File: src/rtl/btn_pkg.sv
// Shared types and constants for the push-button event controller.
package btn_pkg;

    // Debounce FSM states.
    typedef enum logic [1:0] {
        ST_IDLE      = 2'd0,
        ST_PRESSING  = 2'd1,
        ST_HELD      = 2'd2,
        ST_RELEASING = 2'd3
    } db_state_e;

    // 20 ms of stable level at 100 MHz.
    localparam int COOL_CYC_DEFAULT = 2_000_000;

    // Round-robin successor of a button index.
    function automatic int wrap_inc(input int idx, input int n);
        return (idx + 1 >= n) ? 0 : idx + 1;
    endfunction

endpackage

File: src/rtl/btn_debounce.sv
// Per-button synchronizer plus press/release debounce FSM.
// Emits a one-cycle click when a confirmed press is followed by a confirmed release.
//
//   state        | meaning
//   -------------+------------------------------------------------------------
//   IDLE         | button released and stable
//   PRESSING     | level is 1, counting cycles toward a confirmed press
//   HELD         | press confirmed, waiting for the level to drop
//   RELEASING    | level is 0, counting cycles toward a confirmed release
module btn_debounce
    import btn_pkg::*;
#(
    parameter int COOL_CYC = COOL_CYC_DEFAULT
) (
    input  logic clk,
    input  logic rst,
    input  logic level_in,
    output logic click_out
);

    localparam logic [31:0] CNT_LAST = 32'(COOL_CYC - 1);

    logic [1:0]  sync_q;
    db_state_e   state_q, state_d;
    logic [31:0] cnt_q, cnt_d;
    logic [31:0] cnt_inc;
    logic        level;
    logic        click_d;

    assign level     = sync_q[1];
    // Saturate rather than wrap so a stuck level can never alias a short count.
    assign cnt_inc   = (cnt_q == '1) ? cnt_q : cnt_q + 32'd1;
    assign click_out = click_d;

    // Two-flop synchronizer for the asynchronous button pin.
    always_ff @(posedge clk) begin
        if (rst) begin
            sync_q <= '0;
        end else begin
            sync_q <= {sync_q[0], level_in};
        end
    end

    // Next-state and counter logic; click fires on the final release cycle.
    always_comb begin
        state_d = state_q;
        cnt_d   = cnt_q;
        click_d = 1'b0;
        case (state_q)
            ST_IDLE: begin
                if (level) begin
                    state_d = ST_PRESSING;
                    cnt_d   = '0;
                end
            end
            ST_PRESSING: begin
                if (!level) begin
                    state_d = ST_IDLE;
                    cnt_d   = '0;
                end else if (cnt_q >= CNT_LAST) begin
                    state_d = ST_HELD;
                    cnt_d   = '0;
                end else begin
                    cnt_d = cnt_inc;
                end
            end
            ST_HELD: begin
                if (!level) begin
                    state_d = ST_RELEASING;
                    cnt_d   = '0;
                end
            end
            ST_RELEASING: begin
                if (level) begin
                    state_d = ST_HELD;
                    cnt_d   = '0;
                end else if (cnt_q >= CNT_LAST) begin
                    state_d = ST_IDLE;
                    cnt_d   = '0;
                    click_d = 1'b1;
                end else begin
                    cnt_d = cnt_inc;
                end
            end
            default: begin
                state_d = ST_IDLE;
                cnt_d   = '0;
            end
        endcase
    end

    // FSM state and counter registers.
    always_ff @(posedge clk) begin
        if (rst) begin
            state_q <= ST_IDLE;
            cnt_q   <= '0;
        end else begin
            state_q <= state_d;
            cnt_q   <= cnt_d;
        end
    end

endmodule

File: src/rtl/btn_event_ctrl.sv
// Button event controller: per-button debouncers feed a pending register,
// a round-robin arbiter moves one pending click per cycle into a FWFT FIFO.
module btn_event_ctrl
    import btn_pkg::*;
#(
    parameter int N_BTN      = 5,
    parameter int COOL_CYC   = COOL_CYC_DEFAULT,
    parameter int FIFO_DEPTH = 4
) (
    input  logic                          clk,
    input  logic                          rst,
    input  logic [N_BTN-1:0]              btn_raw,
    input  logic                          rd_en,
    output logic                          ev_valid,
    output logic [$clog2(N_BTN)-1:0]      ev_code,
    output logic [$clog2(FIFO_DEPTH):0]   ev_count,
    output logic                          overflow,
    input  logic                          clr_ovf
);

    localparam int CW = $clog2(N_BTN);
    localparam int PW = $clog2(FIFO_DEPTH);
    localparam logic [PW:0]   CNT_FULL  = FIFO_DEPTH[PW:0];
    localparam logic [CW-1:0] LAST_INIT = CW'(N_BTN - 1);

    logic [N_BTN-1:0] click;
    logic [N_BTN-1:0] pend_q, pend_d;
    logic [CW-1:0]    last_q, last_d;
    logic             ovf_q, ovf_d, ovf_event;

    logic [CW-1:0]    mem_q [FIFO_DEPTH];
    logic [PW-1:0]    wr_q, rd_q;
    logic [PW:0]      cnt_q, cnt_d;
    logic             full, push, pop;

    logic             grant_vld;
    logic [CW-1:0]    grant_idx;
    logic [N_BTN-1:0] grant_vec;
    int               idx;

    for (genvar g = 0; g < N_BTN; g++) begin : g_btn
        btn_debounce #(.COOL_CYC(COOL_CYC)) u_db (
            .clk       (clk),
            .rst       (rst),
            .level_in  (btn_raw[g]),
            .click_out (click[g])
        );
    end

    assign full = (cnt_q == CNT_FULL);
    assign pop  = rd_en && (cnt_q != '0);
    assign push = grant_vld;

    // Round-robin grant: first pending bit after last_grant, only when the FIFO has room.
    always_comb begin
        grant_vld = 1'b0;
        grant_idx = '0;
        grant_vec = '0;
        idx       = int'(last_q);
        for (int k = 0; k < N_BTN; k++) begin
            idx = wrap_inc(idx, N_BTN);
            if (!grant_vld && !full && pend_q[idx]) begin
                grant_vld      = 1'b1;
                grant_idx      = idx[CW-1:0];
                grant_vec[idx] = 1'b1;
            end
        end
    end

    // Pending/overflow next state; a click landing on the granted bit simply re-arms it.
    always_comb begin
        pend_d    = (pend_q & ~grant_vec) | click;
        ovf_event = |(click & pend_q & ~grant_vec);
        last_d    = grant_vld ? grant_idx : last_q;
        if (ovf_event) begin
            ovf_d = 1'b1;
        end else if (clr_ovf) begin
            ovf_d = 1'b0;
        end else begin
            ovf_d = ovf_q;
        end
        case ({push, pop})
            2'b10:   cnt_d = cnt_q + 1'b1;
            2'b01:   cnt_d = cnt_q - 1'b1;
            default: cnt_d = cnt_q;
        endcase
    end

    // Pending register, arbiter pointer and sticky overflow.
    always_ff @(posedge clk) begin
        if (rst) begin
            pend_q <= '0;
            last_q <= LAST_INIT;
            ovf_q  <= 1'b0;
        end else begin
            pend_q <= pend_d;
            last_q <= last_d;
            ovf_q  <= ovf_d;
        end
    end

    // Event FIFO storage and pointers.
    always_ff @(posedge clk) begin
        if (rst) begin
            wr_q  <= '0;
            rd_q  <= '0;
            cnt_q <= '0;
            for (int i = 0; i < FIFO_DEPTH; i++) begin
                mem_q[i] <= '0;
            end
        end else begin
            if (push) begin
                mem_q[wr_q] <= grant_idx;
                wr_q        <= wr_q + 1'b1;
            end
            if (pop) begin
                rd_q <= rd_q + 1'b1;
            end
            cnt_q <= cnt_d;
        end
    end

    assign ev_valid = (cnt_q != '0);
    assign ev_code  = ev_valid ? mem_q[rd_q] : '0;
    assign ev_count = cnt_q;
    assign overflow = ovf_q;

endmodule

File: config.mk
export PLATFORM = sky130hd
export DESIGN_NAME = btn_event_ctrl
export DESIGN_NICKNAME = d
export VERILOG_FILES = /design/src/rtl/btn_pkg.sv /design/src/rtl/btn_debounce.sv /design/src/rtl/btn_event_ctrl.sv
export SDC_FILE = /design/constraint.sdc
export NUM_CORES = 1
export LEC_CHECK = 0
export ABC_CLOCK_PERIOD_IN_PS = 6700
export CAP_MARGIN = 10
export CELL_PAD_IN_SITES_DETAIL_PLACEMENT = 0
export CELL_PAD_IN_SITES_GLOBAL_PLACEMENT = 2
export CORE_MARGIN = 2
export CORE_UTILIZATION = 35
export DETAILED_ROUTE_END_ITERATION = 16
export GPL_TIMING_DRIVEN = 0
export PLACE_DENSITY = 0.77
export SLEW_MARGIN = 10
export SYNTH_ARGS = -nofsm -noshare
export SYNTH_HDL_FRONTEND = slang
export SYNTH_SLANG_ARGS = --single-unit
File: constraint.sdc
create_clock -name clk -period 6.7 [get_ports clk]
set_input_delay 1.005 -clock clk [delete_from_list [all_inputs] [get_ports clk]]
set_output_delay 1.005 -clock clk [all_outputs]
set_load 0.02 [all_outputs]
* Word level (Yosys, flattened, before mapping)
Memory sizes are Yosys's and may differ from the RTL's. A register that Yosys moved wholly into a read port is not among the register bits.
Cells that the tools add are included.
** Word-level totals
- RAM bits :: 12
- Input port bits :: 9
- Output and inout port bits :: 8
- Flip-flop bits (word level) :: 196
- Memories :: 1
** Cells by class
- Reductions and logical operators :: 40
- Muxes and demuxes :: 144
- Add/subtract/negate cells :: 14
- Equality and inequality tests :: 43
- Bitwise operators :: 9
- Order comparisons :: 20
** Memories
- mem_q :: depth 4, bits a word 3, read ports 1, clocked after memory_dff 1, wr ports 4, line btn_event_ctrl.sv:31 : logic [CW-1:0] mem_q [FIFO_DEPTH];
** Operators with widths (count)
- two-way mux 32 bit :: 30
- case mux 32 bit (4 select lines) :: 5
- adder 32 x 1 -> 32 bit, second input constant :: 5
- equality test 32 bit, second input constant :: 5
- >= comparator 32 x 21 -> 1 bit, second input constant :: 5
- >= comparator 32 x 4 -> 1 bit, second input constant :: 5
- two-way mux 2 bit :: 33
- two-way mux 1 bit :: 43
- case mux 2 bit (4 select lines) :: 5
- two-way mux 5 bit :: 6
- OR 5 bit :: 5
- equality test 2 bit, second input constant :: 11
- two-way mux 3 bit :: 7
- AND reduction 4 bit :: 5
- bitwise AND 5 bit :: 3
- binary-select mux 1 bit (select 3 bit) :: 5
- demux 1 bit (select 3 bit) :: 5
- logical AND 1 bit :: 15
- != test 3 x 1 -> 1 bit, second input constant :: 5
- != test 3 bit, second input constant :: 5
- equality test 2 x 1 -> 1 bit, second input constant :: 6
- logical NOT 2 bit :: 5
- != test 2 x 1 -> 1 bit, second input constant :: 5
- != test 2 bit, second input constant :: 5
- 31 further kinds :: 41

* Longest topological paths before layout
Gate-level depths: netlist (run 1).
- Depth in word-level cells :: 29
- Depth in mapped cells :: 37
- Mapped depth without buffers :: 35

* Hierarchy
From an unflattened synthesis (run 1), not the netlist that was laid out.
** Unflattened totals
- Cells, all modules :: 1322
- Area, all modules :: 11167.0 µm²
** By module, submodules not included
- btn_debounce :: times used 5, area each 1659.1 µm², cells each 195, seq. area each 720.7 µm²
- btn_event_ctrl :: times used 1, area each 2871.5 µm², cells each 347, seq. area each 720.7 µm²

* Least setup slack after synthesis (run 1)
Ideal clock, no wire load.
- Path type :: register to register
- From :: reg last_q[0]
- To :: reg cnt_q[2], in the netlist ev_count[2]
- Buffers on the path :: 3
- Clock period less this slack :: 6.507 ns
- Arrival time :: 6.436 ns
- Setup slack :: 0.193 ns
- Stages on the path, launching flop included :: 34
- Cell sequence :: dfxtp_1 > buf_2 > inv_1 > ha_1 > a21oi_1 > a31o_1 > nand2_1 > ha_1 > o211ai_2 > ha_1 > clkbuf_1 > nand2_1 > a21boi_0 > o21ai_2 > inv_1 > ha_1 > clkbuf_1 > a221o_1 > o211a_1 > inv_1 > ha_1 > nor2b_1 > nand2_1 > o32ai_1 > a22o_1 > o22ai_1 > a211o_1 > inv_2 > ha_1 > inv_1 > fa_1 > xor2_1 > or3_1 > a21oi_1
** On the way
- Cells in the longest elaborated chain, start to end :: 26
- Elaborated cells on any way between the ends :: 52
- Classes of those cells :: 5 x add/sub; 5 x order compare; 2 x eq/ne; 26 x mux; 14 x reduce/logical
** RTL lines
- start: declaration :: line btn_event_ctrl.sv:28 : logic [CW-1:0] last_q, last_d;
- start signal: assignment :: line btn_event_ctrl.sv:97 : last_q <= last_d;
- adder 3 x 1 -> 4 bit (*) :: line btn_pkg.sv:17 : return (idx + 1 >= n) ? 0 : idx + 1;
- >= comparator 32 x 4 -> 1 bit :: line btn_pkg.sv:17
- two-way mux 4 bit (*) :: line btn_pkg.sv:17
- parallel branches: the longest is 20 deep, another holds >= comparator 32 x 4 -> 1 bit
- two-way mux 1 bit (*) :: line btn_event_ctrl.sv:62 : if (!grant_vld && !full && pend_q[idx]) begin
- equality test 2 x 1 -> 1 bit / equality test 2 bit (equally long branches) :: line btn_event_ctrl.sv:82 : case ({push, pop})
- case mux 3 bit (2 select lines) / nonzero test 2 bit (equally long branches)
- end signal: assignment :: line btn_event_ctrl.sv:119 : cnt_q <= cnt_d;
- end: declaration :: line btn_event_ctrl.sv:33 : logic [PW:0] cnt_q, cnt_d;
Every way passes the cells marked *. The select of a mux whose other input is x is not followed.
A chain may end at the register's enable or synchronous reset.

* Final worst setup path (run 1)
Same ends and word-level chain as after synthesis.

==> flow_summary_export.csv, run 1 <==
group,metric,value,unit
die,die_h,181,um
logic_synthesis,synth_warnings,0,
placement,numPortBuffers,16,
final_layout,antenna_cells,0,
die,dieArea,32700,um^2
cts,clk_pin_slew,60,ps
die,io_pins,17,
logic_synthesis,synth_nets,1382,
detailed_routing,vias_per_cell,5.65,
placement,dp_hpwl,23.0,mm
sta,finalSetupViolations,0,
logic_synthesis,yosys_most_used_dff,"dfxtp_1",
logic_synthesis,netlist_instances,1356,
critical_path,critPathMaxStageDelay,390,ps
critical_path,r2r_start,"last_q[0]",
critical_path,critPathTopFamily,"compound AO/OA/AOI/OAI gates",
detailed_routing,drc,0,
logic_synthesis,yosysUniqueCellTypes,91,
pwr,p_per_area,462,nW/um^2
critical_path,end_kind,"flop",
grt,grt_pass1_vias,9814,
detailed_routing,vias,10275,
critical_path,r2r_cells,32,
critical_path,crit_buf_inv,6,
logic_synthesis,syn-cell-area,11000,um^2
sta,max_slew_margin,28.7,%
detailed_routing,drt_pass1_iterations,6,
logic_synthesis,yosysSeqAreaShare,39.5,%
pwr,ir_drop,237,uV
logic_synthesis,synthTopCellsByArea,"dfxtp_1, a21oi_1, o21ai_0",
sta,whs,436,ps
cts,tritoncts,"yes",
cts,htree_levels,1,
final_layout,areaGrowthSynthToFinish,15.8,%
sta,fin_crit,6400,ps
critical_path,r2r_slack,300,ps
grt,grt_max_degree,14,
die,core_area,30700,um^2
cts,cts_root_buffer,"clkbuf_16",
placement,place_congestion,0.813,
final_layout,layout-drive-gt1-share,9.00,%
final_layout,fin_nets,1430,
outcome,outcome,"complete, no violations",
grt,top_usage_layer,"met2",
final_layout,nFillCells,3159,
die,die_w,181,um
logic_synthesis,synth_top_cell_by_area,"dfxtp_1",
detailed_routing,ant_nets,0,
grt,gr-total-overflow,0,
min_path,hold_depth,1,
critical_path,reg2reg_to,"ev_count[2]",
cts,cts_sinks,210,
grt,track_usage,19.7,%
sta,setup_ws,300,ps
min_path,hp-class,"reg2reg",
logic_synthesis,synth_async_sr_flop_share,0,%
detailed_routing,wl_per_cell,17.9,um
sta,period_share,95.5,%
placement,post-place-ws,-1270,ps
critical_path,cp_max_fo,10,
detailed_routing,drt_wl_total,32.6,mm
cts,clockBufferDepth,3,
logic_synthesis,synth_edf_count,12,
grt,antenna_found_initial,0,
grt,met3_usage,2.36,%
pwr,p_leak,4.44,nW
critical_path,slowest_stage,"dfxtp_4",
flow_run,drv_cap,0,
detailed_routing,drtIter0Drc,703,
grt,grt.met1_usage,27.7,%
min_path,hold_path_end,"g_btn[4].u_db.sync_q[1]",
logic_synthesis,avgSynthCellArea,8.08,um^2
grt,use_met2,32.1,%
sta,skew,11.8,ps
sta,drv_slew,0,
min_path,min_from,"g_btn[4].u_db.sync_q[0]",
sta,timing.final.hold_violations,0,
cts,insertion_delay,530,ps
critical_path,critPathKind,"reg2reg",
grt,grt_first_pass_wirelength,53.5,mm
critical_path,start_kind,"flop",
critical_path,required,7150,ps
sta,fmax,0.156,GHz
critical_path,worstPathArrival,6850,ps
logic_synthesis,ys_ff_latch,210,
sta,tightest_slew,1060,ps
cts,cts_made_buffers,25,
logic_synthesis,synth_top_area_share,36.2,%
die,rows,64,
die,start_util,35.7,%
-- synthesized netlist by cell type, types with 8 or more instances --
cell      number
nand3b_1      11
nor2_1       122
and4_1        10
clkbuf_1      66
nor3_1        40
or3_1         21
and3_1        62
a31oi_1       21
o31ai_1        9
o211ai_1      10
nand4_1       37
edfxtp_1      12
ha_1          16
xor2_1         8
nor2b_1       20
nand2_1      115
nand4b_1      14
and2_1        28
inv_1         34
dfxtp_1      198
or2_2         10
a41oi_1        9
a311oi_1      21
nand3_1       55
nor4_1        27
o21ai_0      100
a211oi_1      10
a21oi_1      129
-- registers in the layout (all words and copies together), names as in the netlist, named ones only --
register,cells
g_btn.u_db.cnt_q,160
rd_q,2
g_btn.u_db.sync_q,10
overflow,1
pend_q,5
g_btn.u_db.state_q,5
ev_count,3
mem_q,12
wr_q,2
last_q,3
-- cells in the final DEF, fill, tap and decap left out, drive strengths merged, types with 10 or more instances in the layout --
| master | instances |
|---|---|
| nand4b | 14 |
| a211oi | 11 |
| ha | 16 |
| a31oi | 21 |
| clkbuf | 96 |
| or2 | 10 |
| o211ai | 12 |
| clkdlybuf4s50 | 16 |
| nand2 | 116 |
| o21ai | 102 |
| dfxtp | 198 |
| inv | 38 |
| nor3 | 44 |
| and4 | 10 |
| nor2 | 125 |
| a311oi | 21 |
| edfxtp | 12 |
| or3 | 21 |
| a21oi | 131 |
| nor2b | 20 |
| nand3 | 55 |
| nand4 | 37 |
| and2 | 28 |
| and3 | 62 |
| buf | 21 |
| nand3b | 11 |
| nor4 | 28 |
-- per-stage QoR --
step                      cell area, um^2  std cells  utilization (%)  total power (W)  TNS (ps)
after global placement              11600       1768             37.9          0.00411    -21090
after CTS                           12500       1812             40.9          0.00571         0
after global routing                12700       1819             41.4          0.00625     -17.3
after floorplan                     11000       1356                -          0.00342         0
final                               12700       1819             41.4          0.00586         0
after detailed placement            11600       1768             37.9          0.00410    -17470
-- timing repair --
| action | CTS | global route |
|---|---|---|
| gates resized for setup | 23 | 21 |
| pin swaps | 4 | 10 |
| hold buffers | 0 | 0 |
| setup endpoints to repair | 38 | 9 |
| setup buffers | 2 | 7 |
-- power breakdown --
group	internal, W	total (W)	switching [W]	leakage, nW
logic	0.00115	0.00309	0.00194	2.30
clock network	0.000849	0.00139	0.000538	0.417
registers	0.00135	0.00139	0.0000395	1.73
-- worst max path at each step --
stage	end	cells past startpoint	start	slack, ps
after floorplan	ev_count[2]	33	last_q[0]	190
after global placement	ev_count[2]	34	last_q[0]	-1340
after detailed placement	ev_count[2]	34	last_q[0]	-1270
after CTS	ev_count[2]	34	last_q[0]	30
after global routing	ev_count[2]	35	last_q[0]	-20
final	ev_count[2]	32	last_q[0]	300
-- cell families after synthesis --
| group | after synthesis | synth area share (%) |
|---|---|---|
| muxes | 9 | 1.22 |
| DFF | 210 | 39.5 |
| adders and majority gates | 17 | 2.01 |
| AOI/OAI and AO/OA | 384 | 22.4 |
| xor gates and xnor gates | 12 | 0.959 |
| and+or+nand+nor | 608 | 29.9 |
| buffers and inverters | 116 | 4.12 |
-- area by class of cell --
class                           instances  area (um^2)  area share, %
Tap cell                              396          495           3.90
Timing Repair Buffer                   25          231           1.82
Clock inverter                         12          145           1.14
Clock buffer                           34          701           5.52
Sequential cell                       210         4330           34.1
Inverter                               38          148           1.16
Buffer                                 74          302           2.38
Multi-Input combinational cell       1030         6340           50.0
-- layer usage --
metal  vias up  part of all wire [%]
li1       5153                     -
met1      4882                    49
met2       190                    45
met3        50                   3.6
met4         0                   2.0
met5         -                     0
No activity file was read; power rests on OpenSTA's default activity.
==> run 2, diff against run 1 <==
ABC_CLOCK_PERIOD_IN_PS = 7800   (was 6700)
CORE_UTILIZATION = 40   (was 35)
PLACE_DENSITY = 0.83   (was 0.77)
clock period = 7.8 ns   (was 6.7 ns; I/O delays follow)
==> run 2 against run 1 <==
Effect of this change:
- worst setup slack better by 190 ps
- cell area is 2.2% lower
- sequential power is 14% lower
- largest cell class unchanged
- clock power is 16% lower
- wire length is 1.7% lower
- sequential share of layout area is 0.74 points higher
- die area is 12% lower
- first-iteration DRC count is 0.28% lower
==> flow_summary_export.csv, run 2 (synthesis results as in run 1) <==
group,metric,value,unit
final_layout,antenna_cells,0,
sta,fin_crit,7310,ps
critical_path,critPathKind,"reg2reg",
final_layout,finalInstanceArea,12400,um^2
die,rows,60,
detailed_routing,wl_per_cell,18.2,um
cts,cts_made_buffers,25,
die,die_h,169,um
die,dieArea,28700,um^2
detailed_routing,drtIter0Drc,701,
sta,drv_slew,0,
detailed_routing,wl_met2,14.4,mm
die,start_util,40.6,%
detailed_routing,wl_met1,15.7,mm
pwr,p_per_area,386,nW/um^2
sta,rsz0062_at_grt,"no",
grt,antenna_found_initial,0,
cts,clockBufferDepth,3,
sta,finalSetupViolations,0,
detailed_routing,drc,0,
detailed_routing,vias_per_cell,5.86,
final_layout,final_cells,1756,
die,die_w,169,um
detailed_routing,wl_met3,1.32,mm
sta,fmax,0.137,GHz
cts,tritoncts,"yes",
critical_path,worstPathArrival,7750,ps
flow_run,drv_cap,0,
outcome,outcome,"complete, no violations",
final_layout,fin_util,46.1,%
cts,cts_hold_buf,0,
final_layout,fin_nets,1423,
detailed_routing,drt_pass1_iterations,5,
min_path,hp-class,"reg2reg",
critical_path,slowest_stage,"ha_2",
sta,period_share,93.7,%
detailed_routing,highest_layer,"met4",
grt,gr-total-overflow,0,
detailed_routing,ant_nets,0,
cts,cts_root_buffer,"clkbuf_16",
critical_path,r2r_slack,490,ps
pwr,ir_drop,333,uV
pwr,power.total,0.00479,W
placement,dp_hpwl,22.7,mm
detailed_routing,drt_wl_total,32.0,mm
final_layout,multiInputGateArea,6220,um^2
placement,dp_cells,1713,
grt,grt_first_pass_wirelength,51.9,mm
die,core_area,27000,um^2
detailed_routing,vias,10288,
die,io_pins,17,
pwr,p_leak,4.37,nW
final_layout,largest_register,"g_btn.u_db.cnt_q",
sta,skew,10.1,ps
cts,htree_levels,1,
cts,insertion_delay,520,ps
final_layout,final_common_cell,"dfxtp_1",
sta,whs,435,ps
placement,place_area,11500,um^2
placement,numPortBuffers,16,
final_layout,reg.largest.list,"g_btn.u_db.cnt_q: 160 flops, mem_q: 12 flops, g_btn.u_db.sync_q: 10 flops",
sta,timing.final.hold_violations,0,
final_layout,seq_area,4330,um^2
cts,clk_pin_slew,60,ps
critical_path,required,8240,ps
final_layout,nFillCells,2739,
grt,grt_max_degree,14,
grt,track_usage,22.1,%
placement,place_congestion,0.839,
critical_path,critPathMaxStageDelay,440,ps
cts,cts_sinks,210,
sta,tightest_slew,976,ps
final_layout,layout-drive-gt1-share,7.49,%
final_layout,largest_reg_flops,160,
grt,grt_pass1_vias,9729,
final_layout,areaGrowthSynthToFinish,13.3,%
final_layout,final_cell_mix,"dfxtp_1, a21oi_1, nor2_1, nand2_1, o21ai_0",
critical_path,end_kind,"flop",
critical_path,start_kind,"flop",
sta,max_slew_margin,35.0,%
critical_path,cp_max_fo,10,
run 2: layer usage:
layer | global-route usage (%) | vias up
li1 | - | 5146
met1 | 31.2 | 4874
met2 | 36.1 | 213
met3 | 2.64 | 55
met4 | 5.61 | 0
met5 | 0 | -
run 2: layout make-up:
type / count / share of cell area (%)
Clock buffer: 26 / 5.15
Tap cell: 341 / 3.44
Multi-Input combinational cell: 1030 / 50.1
Sequential cell: 210 / 34.8
Buffer: 75 / 2.42
Clock inverter: 19 / 1.50
Inverter: 38 / 1.15
Timing Repair Buffer: 17 / 1.35
run 2: worst paths after layout:
| kind | cells past startpoint | startpoint | endpoint |
|---|---|---|---|
| setup / recovery | 32 | last_q[0] | ev_count[2] |
| hold / removal | 1 | g_btn[1].u_db.sync_q[0] | g_btn[1].u_db.sync_q[1] |
| setup reg to reg | 32 | last_q[0] | ev_count[2] |
| hold reg to reg | 1 | g_btn[1].u_db.sync_q[0] | g_btn[1].u_db.sync_q[1] |
run 2: stage by stage:
| stage | setup slack [ps] | setup TNS [ps] |
|---|---|---|
| final | 490 | 0 |
| after global routing | 24.7 | 0 |
| after CTS | 75.7 | 0 |
| after detailed placement | -169 | -169 |
| after global placement | -272 | -341 |
| after floorplan | 1290 | 0 |
run 2: repair_timing:
| action | CTS | global route |
|---|---|---|
| pin swaps | 1 | 0 |
| buffers inserted | 1 | 0 |
| gates resized for setup | 2 | 10 |
| endpoints found under the hold margin | 0 | 0 |
| setup endpoints to repair | 1 | 2 |
run 2: worst max-delay path, delay by kind of cell, from the launching register on:
kind,cells,cell delay (ps)
xor gates and xnor gates,1,160
adders and majority gates,7,2030
AOI/OAI and AO/OA,11,2360
and+or+nand+nor,5,1000
buffers and inverters,8,1260
DFF,1,430
run 2: where the power goes:
group	leakage (nW)	switching, W	internal, W
clock network	0.399	0.000472	0.000696
registers	1.73	0.0000344	0.00116
logic	2.25	0.00161	0.000820
